File: config.mk
export PLATFORM = sky130hd
export DESIGN_NAME = mux_rr_nto1
export DESIGN_NICKNAME = d
export VERILOG_FILES = /design/src/rtl/mux_pkg.sv /design/src/rtl/mux_rr_nto1_rr_arbiter.sv /design/src/rtl/mux_rr_nto1.sv
export SDC_FILE = /design/constraint.sdc
export NUM_CORES = 1
export LEC_CHECK = 0
export BUFFER_PORTS_ARGS = -buffer_cell sky130_fd_sc_hd__buf_2
export CAP_MARGIN = 20
export CORE_MARGIN = 2
export CORE_UTILIZATION = 30
export DETAILED_ROUTE_END_ITERATION = 16
export PLACE_DENSITY = 0.56
export SLEW_MARGIN = 10
export SYNTH_ARGS = -nofsm -noshare
export SYNTH_HDL_FRONTEND = slang
export SYNTH_HIERARCHICAL = 1
export SYNTH_SLANG_ARGS = --single-unit
File: constraint.sdc
create_clock -name clk_i -period 3.7 [get_ports clk_i]
set_clock_uncertainty 0.15 [all_clocks]
set_input_delay 0.74 -clock clk_i [delete_from_list [all_inputs] [get_ports clk_i]]
set_output_delay 0.74 -clock clk_i [all_outputs]
set_load 0.01 [all_outputs]
File: src/rtl/mux_pkg.sv
// Shared constants and helpers for the round-robin N-to-1 mux.
package mux_pkg;

  localparam logic MODE_FIXED = 1'b0;
  localparam logic MODE_RR    = 1'b1;

  localparam int unsigned CHANNELS_MIN = 2;
  localparam int unsigned CHANNELS_MAX = 8;

  typedef enum logic {
    LOCK_IDLE = 1'b0,
    LOCK_HELD = 1'b1
  } lock_state_e;

  // Channel index following idx, wrapping at n.
  function automatic int unsigned wrap_inc(input int unsigned idx, input int unsigned n);
    return (idx + 1) % n;
  endfunction

endpackage

File: src/rtl/mux_rr_nto1_rr_arbiter.sv
// Round-robin arbiter: first requesting channel at or above ptr, wrapping upward.
module rr_arbiter #(
  parameter  int unsigned CHANNELS = 4,
  localparam int unsigned SELW     = $clog2(CHANNELS)
) (
  input  logic [CHANNELS-1:0] req,
  input  logic [SELW-1:0]     ptr,
  output logic [CHANNELS-1:0] grant,
  output logic [SELW-1:0]     idx
);

  int unsigned c;

  // Scan from the farthest offset down so the nearest request wins last.
  always_comb begin
    grant = '0;
    idx   = '0;
    c     = 0;
    for (int i = CHANNELS - 1; i >= 0; i--) begin
      c = (32'(ptr) + 32'(i)) % CHANNELS;
      if (req[c]) begin
        grant    = '0;
        grant[c] = 1'b1;
        idx      = SELW'(c);
      end
    end
  end

endmodule

File: src/rtl/mux_rr_nto1.sv
// N-to-1 registered mux with fixed or round-robin channel selection.
// Optional packet lock on round-robin grants: MUX_RR_NTO1_LOCK_EN.
module mux_rr_nto1
  import mux_pkg::*;
#(
  parameter  int unsigned SIZE     = 32,
  parameter  int unsigned CHANNELS = 4,
  localparam int unsigned SELW     = $clog2(CHANNELS)
) (
  input  logic                     clk_i,
  input  logic                     rst_i,
  input  logic [CHANNELS*SIZE-1:0] data_i,
  input  logic [CHANNELS-1:0]      valid_i,
  output logic [CHANNELS-1:0]      ready_o,
  input  logic                     mode_i,
  input  logic [SELW-1:0]          select_i,
  output logic [SIZE-1:0]          data_o,
  output logic                     valid_o,
  input  logic                     ready_i,
  output logic [SELW-1:0]          chan_o
`ifdef MUX_RR_NTO1_LOCK_EN
  ,
  input  logic [CHANNELS-1:0]      last_i
`endif
);

  if (CHANNELS < CHANNELS_MIN || CHANNELS > CHANNELS_MAX) begin : g_bad_channels
    $error("mux_rr_nto1: CHANNELS out of range");
  end

  logic [SELW-1:0]     rr_ptr;
  logic [SELW-1:0]     arb_idx;
  logic [SELW-1:0]     sel_idx;
  logic [CHANNELS-1:0] arb_req;
  logic [CHANNELS-1:0] arb_grant;
  logic [CHANNELS-1:0] grant;
  logic                out_free;
  logic                xfer;
  logic                rr_xfer;
  logic                ptr_adv;

  rr_arbiter #(.CHANNELS(CHANNELS)) u_arb (
    .req   (arb_req),
    .ptr   (rr_ptr),
    .grant (arb_grant),
    .idx   (arb_idx)
  );

`ifdef MUX_RR_NTO1_LOCK_EN
  lock_state_e     lock_state_q;
  lock_state_e     lock_state_d;
  logic [SELW-1:0] lock_chan_q;
  logic [SELW-1:0] lock_chan_d;

  always_ff @(posedge clk_i or negedge rst_i) begin
    if (!rst_i) begin
      lock_state_q <= LOCK_IDLE;
      lock_chan_q  <= '0;
    end else begin
      lock_state_q <= lock_state_d;
      lock_chan_q  <= lock_chan_d;
    end
  end

  // A round-robin beat without last pins the grant to its channel.
  always_comb begin
    lock_state_d = lock_state_q;
    lock_chan_d  = lock_chan_q;
    ptr_adv      = 1'b0;
    case (lock_state_q)
      LOCK_IDLE: begin
        if (rr_xfer) begin
          if (last_i[sel_idx]) begin
            ptr_adv = 1'b1;
          end else begin
            lock_state_d = LOCK_HELD;
            lock_chan_d  = sel_idx;
          end
        end
      end
      LOCK_HELD: begin
        if (rr_xfer && last_i[sel_idx]) begin
          lock_state_d = LOCK_IDLE;
          ptr_adv      = 1'b1;
        end
      end
      default: lock_state_d = LOCK_IDLE;
    endcase
  end

  assign arb_req = (lock_state_q == LOCK_HELD)
                 ? (valid_i & (CHANNELS'(1) << lock_chan_q)) : valid_i;
`else
  assign arb_req = valid_i;
  assign ptr_adv = rr_xfer;
`endif

  always_comb begin
    grant   = '0;
    sel_idx = '0;
    if (mode_i == MODE_FIXED) begin
      if (32'(select_i) < CHANNELS) begin
        if (valid_i[select_i]) begin
          grant[select_i] = 1'b1;
          sel_idx         = select_i;
        end
      end
    end else begin
      grant   = arb_grant;
      sel_idx = arb_idx;
    end
  end

  assign out_free = !valid_o || ready_i;
  assign ready_o  = (rst_i && out_free) ? grant : '0;
  assign xfer     = |ready_o;
  assign rr_xfer  = xfer && (mode_i == MODE_RR);

  // Output register: load on transfer, drain when downstream takes the beat.
  always_ff @(posedge clk_i or negedge rst_i) begin
    if (!rst_i) begin
      valid_o <= 1'b0;
      data_o  <= '0;
      chan_o  <= '0;
    end else if (xfer) begin
      valid_o <= 1'b1;
      data_o  <= data_i[32'(sel_idx)*SIZE +: SIZE];
      chan_o  <= sel_idx;
    end else if (ready_i) begin
      valid_o <= 1'b0;
    end
  end

  always_ff @(posedge clk_i or negedge rst_i) begin
    if (!rst_i) begin
      rr_ptr <= '0;
    end else if (ptr_adv) begin
      rr_ptr <= SELW'(wrap_inc(32'(sel_idx), CHANNELS));
    end
  end

endmodule

==> summary.md, run 1 <==
| Metric | Value |
|---|---|
| WHS | `0.329 ns` |
| RSZ-0062 raised after global routing | `no` |
| Critical Path End Type | `output pin` |
| Most frequent cell after synthesis | `nand2_1` |
| Critical Path RT | `2.81 ns` |
| R2r endpoint | `data_o[11]$_DFFE_PN0P_` |
| H-tree level count | `2` |
| CTS root buffer | `clkbuf_8` |
| Overall routing resource usage | `0.168` |
| Hold violation count in the final report | `0` |
| Critical Path Source Type | `flop` |
| Worst hold path depth | `2` |
| Number of flops mapped to enable cells by yosys | `0` |
| Via Count | `3560` |
| Clk slew on worst S/H paths | `0.07 ns` |
| Max Slew Vio Count | `0` |
| Critical path arrival | `2.66 ns` |
| Fin Setup TNS | `0 ns` |
| Final ANT Viol Nets | `0` |
| CTS hold repair buffers | `0` |
| R2r setup slk | `about 0.55 ns` |
| TritonCTS clock tree | `built` |
| DP Cell Count | `716` |
| Initial Util | `0.305` |
| N_diodes | `0` |
| YS warnings | `6` |
| Reg2reg path depth | `10` |
| Post-detail-place hpwl | `8.10 mm` |
| Pin count of the biggest net entering global routing | `38` |
| Boundary Pins | `177` |
| Hold Path Sink | `chan_o[0]$_DFFE_PN0P_` |
| Worst Path Max Fanout | `8` |
| Hold_sp | `chan_o[0]$_DFFE_PN0P_` |
| Synth area leaders | `dfrtp_1, nand2_1, and3_1` |
| Clock Latency Late Sink | `0.28 ns` |
| Crit path time final | `3.55 ns` |
| Yosys reg bits | `37` |
| Post-DP Area | `roughly 0.0043 mm²` |
| Syn_nets | `563` |
| Overall Power | `about 3.2 mW` |
| Maximum clock frequency | `roughly 280 MHz` |
| Status | `complete, no violations` |
| Number of global-route vias before repair | `3175` |
| Finished Layout Cells | `724` |
| Reg2Reg Launch Point | `rr_ptr[0]$_DFFE_PN0P_` |
| Antenna violations before repair | `0` |
| WL/cell | `14.5 µm` |
| Commonest cells in the netlist | `nand2_1, and3_1, dfrtp_1, o31ai_2, nor2_1` |
| Yosys top cell by area | `dfrtp_1` |
| Ys flop type | `dfrtp_1` |
| Area delta synth->final | `33.4%` |
| CTS sink count | `37` |
| Total gr overflow | `0` |
| Top-area cell type share of the netlist area | `0.282` |
| Hold/Removal Path Class | `flop to flop` |
| Chip width | `109 µm` |
| Die area | `0.0118 mm²` |
| Clock buffer count from CTS | `5` |
| Number of max-cap violations | `0` |
| CTS Buffer Depth | `2` |
| Postcts setup bufs | `0` |
| Mapped Cells | `417` |
| First-pass GRT wire length | `15.6 mm` |
| Cell area after layout | `0.00438 mm²` |
| Row cnt | `38` |
| Power Density | `737 mW/mm²` |
| Final wirelength | `10.5 mm` |
| Layout cells sized above 1 | `0.423` |
| Drt pass-1 iters | `4` |
| Final worst-path cycle share | `0.959` |
| Async S/R FF share, synth | `1.00` |
| Relative slew slack | `0.364` |
| Number of remaining DRC errors | `0` |
| Critical path class | `flop to output pin` |
| Per-instance average area after synthesis | `7.87 µm²` |
| Final nets | `about 730` |
| Core Box Area | `between 0.01 and 0.015 mm²` |
| Least-Margin Pin Slew | `approximately 0.95 ns` |
| Peak supply drop | `301 µV` |
| Synthesized area | `0.00328 mm²` |
| Synth cell types | `46` |
| Die Ht | `around 110 µm` |
| Number of buffers added on ports | `176` |
| Final GP Congestion | `0.913` |
| Leak Pwr | `about 2.4 nW` |
| Seq/Total Area, Yosys | `0.282` |
| Iter 0 DRT Violations | `212` |
| DR vias/cell | `4.92` |
| Final setup fails | `0` |
routing by layer:
| layer | GRT usage | part of all wire | up-vias |
|---|---|---|---|
| met4 | 0.0403 | 0.013 | 0 |
| met5 | 0 | 0 | - |
| met3 | 0.0307 | 0.069 | 10 |
| li1 | - | - | 1773 |
| met2 | 0.295 | 0.49 | 148 |
| met1 | 0.214 | 0.43 | 1629 |
worst max-delay path by stage:
stage                               start         end  depth (start not counted)
floorplan           rr_ptr[1]$_DFFE_PN0P_  ready_o[1]                          9
global placement               valid_i[1]  ready_o[1]                          8
detailed placement             valid_i[3]  ready_o[1]                          8
CTS                 rr_ptr[0]$_DFFE_PN0P_  ready_o[3]                         10
global route        rr_ptr[0]$_DFFE_PN0P_  ready_o[1]                         10
finish              rr_ptr[0]$_DFFE_PN0P_  ready_o[1]                          9
worst max-delay path: stages, from the launching register on:
cell and delay (ns):
dfrtp_1 0.37, inv_2 0.08, ha_1 0.35, mux4_2 0.40, or4_1 0.54, a21o_1 0.17
o211ai_1 0.10, a32oi_1 0.12, nor2_1 0.11, buf_2 0.14
logic make-up (layout without fill, tap and decap cells):
logic type / Yosys count / count (layout) / synth area share
and+or+nand+nor: 262 / 262 / 0.369
AOI/OAI and AO/OA: 62 / 62 / 0.190
DFF: 37 / 37 / 0.282
buffers and inverters: 35 / 202 / 0.0789
muxes: 12 / 12 / 0.0469
adders and majority gates: 8 / 8 / 0.0305
xor gates and xnor gates: 1 / 1 / 0.00267
flip-flops by register name (all words and copies together) (netlist names):
| signal | cells |
|---|---|
| rr_ptr | 2 |
| chan_o | 2 |
| data_o | 32 |
| valid_o | 1 |
placed cells by master (no fill, tap or decap), types with 2 or more instances in the layout:
cell / count
a21o_1: 3
a21oi_1: 4
a22oi_1: 3
a31oi_1: 3
a32oi_1: 2
and3_1: 64
buf_12: 5
buf_2: 176
buf_4: 9
clkbuf_8: 6
dfrtp_1: 37
ha_1: 8
inv_1: 3
mux2_2: 4
mux2i_1: 6
nand2_1: 168
nand2b_1: 3
nand4_1: 5
nor2_1: 10
o21ai_0: 3
o22ai_1: 2
o31ai_2: 32
cell type report:
type | count | area, µm²
Inverter | 4 | 15.0
Timing Repair Buffer | 190 | 1050
Clock buffer | 6 | 82.6
Sequential cell | 37 | 926
Tap cell | 140 | 175
Multi-Input combinational cell | 345 | 2110
Fill cell | 1124 | 6370
Clock inverter | 2 | 13.8
where the power goes:
part	internal (mW)	switching [mW]	total, mW
registers	0.604	0.101	0.705
clock network	0.151	0.150	0.301
logic	0.964	1.26	2.22
per-stage QoR:
step / setup slack, ns / utilization
after floorplan: 0.348 / -
after global placement: 0.215 / 0.398
after detailed placement: 0.192 / 0.398
after CTS: 0.0742 / 0.407
after global routing: 0.0149 / 0.407
final: 0.153 / 0.407
repair_timing:
item | CTS | global route
resized for setup | 0 | 2
endpoints found under the hold margin | 0 | 0
setup endpoints to repair | 0 | 4
No activity file was read; power rests on OpenSTA's default activity.
==> run 2, diff against run 1 <==
--- a/config.mk
+++ b/config.mk
@@ -10,9 +10,8 @@
 export CORE_MARGIN = 2
 export CORE_UTILIZATION = 30
 export DETAILED_ROUTE_END_ITERATION = 16
-export PLACE_DENSITY = 0.56
+export PLACE_DENSITY = 0.58
 export SLEW_MARGIN = 10
 export SYNTH_ARGS = -nofsm -noshare
 export SYNTH_HDL_FRONTEND = slang
-export SYNTH_HIERARCHICAL = 1
 export SYNTH_SLANG_ARGS = --single-unit
==> summary.md, run 2 <==
| Metric | Value |
|---|---|
| Status | `complete, no violations` |
| GR peak layer | `met2` |
| CTS root buffer | `clkbuf_8` |
| Top flop regs | `data_o (32), chan_o (2), rr_ptr (2)` |
| Number of flip-flops under the largest register name | `32` |
| Boundary Pins | `~180` |
| Core Box Area | `0.00968 mm²` |
| Critical Path Source Type | `flop` |
| Number of flops mapped to enable cells by yosys | `0` |
| Mapped Cells | `between 150 and 200` |
| Layout cells sized above 1 | `0.729` |
| Commonest non-fill, non-tap cell in the layout | `buf_2` |
| Hold Path Sink | `data_o[31]$_DFFE_PN0P_` |
| Critical path arrival | `2.66 ns` |
| Overall routing resource usage | `0.166` |
| Iter 0 DRT Violations | `between 100 and 150` |
| Worst Path Max Fanout | `7` |
| Postcts setup bufs | `0` |
| Final nets | `528` |
| Number of buffers added on ports | `176` |
| CTS sink count | `37` |
| Complex-gate fraction of the synthesized area | `0.0706` |
| Area delta synth->final | `38.6%` |
| Leak Pwr | `approximately 2.0 nW` |
| Per-instance average area after synthesis | `15.0 µm²` |
| Initial Util | `0.307` |
| DR vias/cell | `4.90` |
| Post-detail-place hpwl | `~7 mm` |
| Commonest cells in the netlist | `dfrtp_1, mux4_2, mux2_4, nor2_1, mux2_2` |
| Chip width | `104 µm` |
| Post-synthesis adder-cell area fraction | `0.0294` |
| Final ANT Viol Nets | `0` |
| Worst hold path depth | `1` |
| Reg2Reg Launch Point | `rr_ptr[0]$_DFFE_PN0P_` |
| Worst setup path start | `rr_ptr[0]$_DFFE_PN0P_` |
| Peak supply drop | `279 µV` |
| Met1 Use GR | `0.209` |
| Synth area leaders | `dfrtp_1, mux4_2, mux2_4` |
| Ys flop type | `dfrtp_1` |
| Post-route setup slack | `0.149 ns` |
| WL/cell | `17.1 µm` |
| Cell area after layout | `0.00413 mm²` |
| Top-area cell type share of the netlist area | `0.311` |
| Number of max-cap violations | `0` |
| Yosys top cell by area | `dfrtp_1` |
| Post-synthesis mux area share | `0.463` |
| Row cnt | `36` |
| Total gr overflow | `0` |
| Grt met3 use | `0.0327` |
| First-pass GRT wire length | `14.3 mm` |
| R2r setup slk | `around 0.38 ns` |
| Top reg by flops | `data_o` |
| Drt pass-1 iters | `4` |
| Synth cell types | `46` |
| Async S/R FF share, synth | `1.00` |
| TritonCTS clock tree | `built` |
| Synthesized area | `0.00298 mm²` |
| Largest family of logic cells by synthesized area | `multiplexers` |
| H-tree level count | `2` |
| Final GP Congestion | `0.844` |
| WHS | `about 0.36 ns` |
| Most frequent cell after synthesis | `dfrtp_1` |
| Power Density | `799 mW/mm²` |
| Seq/Total Area, Yosys | `0.311` |
| Yosys reg bits | `37` |
| R2r endpoint | `data_o[3]$_DFFE_PN0P_` |
| Via Count | `2537` |
| Fin Setup TNS | `0 ns` |
| Relative slew slack | `0.632` |
| Critical Path End Type | `output pin` |
| XOR/XNOR Fraction of Synth Area | `0.00589` |
| Critical path class | `flop to output pin` |
| Pin count of the biggest net entering global routing | `38` |
| Number of remaining DRC errors | `0` |
| Crit path time final | `3.55 ns` |
| Most frequent cells in the layout | `buf_2, dfrtp_1, mux4_2, mux2_4, buf_4` |
| Final setup fails | `0` |
| Critical Path RT | `roughly 2.8 ns` |
| Critical-path top delay cell | `dfrtp_1` |
| Post-DP Area | `a little over 0.004 mm²` |
| Number of global-route vias before repair | `2711` |
| Worst slack at placement | `0.156 ns` |
| RSZ-0062 raised after global routing | `no` |
| Clock Latency Late Sink | `roughly 0.29 ns` |
| CTS hold repair buffers | `0` |
| Antenna violations before repair | `1` |
| Clk slew on worst S/H paths | `0.08 ns` |
| CP Cell Sequence | `inv_1 > ha_1 > mux4_2 > buf_4 > a211o_1 > a221o_1 > and3_1 > buf_2` |
| Post-layout util | `0.426` |
| Final worst-path cycle share | `0.960` |
| Least-Margin Pin Slew | `0.544 ns` |
| Reg2reg path depth | `10` |
| Die area | `roughly 0.011 mm²` |
| Syn_nets | `about 340` |
| Hold violation count in the final report | `0` |
| Max Slew Vio Count | `0` |
| Final wirelength | `a little under 9 mm` |
| Simple-Gate Fraction of Synth Area | `0.0597` |
| Hold_sp | `data_o[31]$_DFFE_PN0P_` |
| Hold/Removal Path Class | `flop to flop` |
| CTS Buffer Depth | `2` |
| Met2 Use GR | `0.291` |
| Slowest cell delay on critical path | `0.40 ns` |
| Die Ht | `a little over 100 µm` |
| YS warnings | `0` |
| Clock buffer count from CTS | `5` |
| Post-CTS resize count | `0` |
| Maximum clock frequency | `282 MHz` |
[run 2: power breakdown]
part,internal [mW],switching [mW]
sequential,0.625,0.111
clock,0.130,0.160
combinational,1.29,0.983
[run 2: routing by layer]
layer / part of all wire / vias to the layer above / routed length, µm
li1: - / 1164 / -
met1: 0.41 / 1260 / 3590
met2: 0.52 / 105 / 4560
met3: 0.062 / 8 / 552
met4: 0.015 / 0 / 137
met5: 0 / - / 0
[run 2: worst max path at each step]
stage,to,slack [ns],cells past startpoint
2_1_floorplan,chan_o[1]$_DFFE_PN0P_,0.51,8
3_3_place_gp,data_o[0]$_DFFE_PN0P_,0.08,8
3_5_place_dp,data_o[11]$_DFFE_PN0P_,0.16,9
4_1_cts,ready_o[0],0.14,8
5_1_grt,ready_o[0],0.03,8
6_report,ready_o[0],0.15,8
[run 2: cells by family after synthesis]
| group | after synthesis |
|---|---|
| AOI/OAI and AO/OA | 24 |
| xor gates and xnor gates | 2 |
| adders and majority gates | 7 |
| buffers and inverters | 21 |
| DFF | 37 |
| muxes | 76 |
| and+or+nand+nor | 31 |
[run 2: stage by stage]
stage | std cells | power (mW)
after floorplan | 198 | 2.42
after global placement | 508 | 2.98
after detailed placement | 509 | 3.03
after CTS | 517 | 3.34
after global routing | 518 | 3.53
final | 518 | 3.30
[run 2: area by class of cell]
type	instances	area, µm²
Clock buffer	5	68.8
Timing Repair Buffer	192	1030
Fill cell	941	5560
Sequential cell	37	926
Clock inverter	3	17.5
Multi-Input combinational cell	140	1880
Inverter	7	26.3
Tap cell	133	166
Antenna cell	1	2.50
[run 2: worst max-delay path, delay by kind of cell, from the launching register on]
kind | cells | cell delay [ns]
simple gates | 1 | 0.20
buf+inv | 3 | 0.45
fa+ha+maj | 1 | 0.40
compound gates | 2 | 0.58
flops | 1 | 0.40
mux | 1 | 0.34
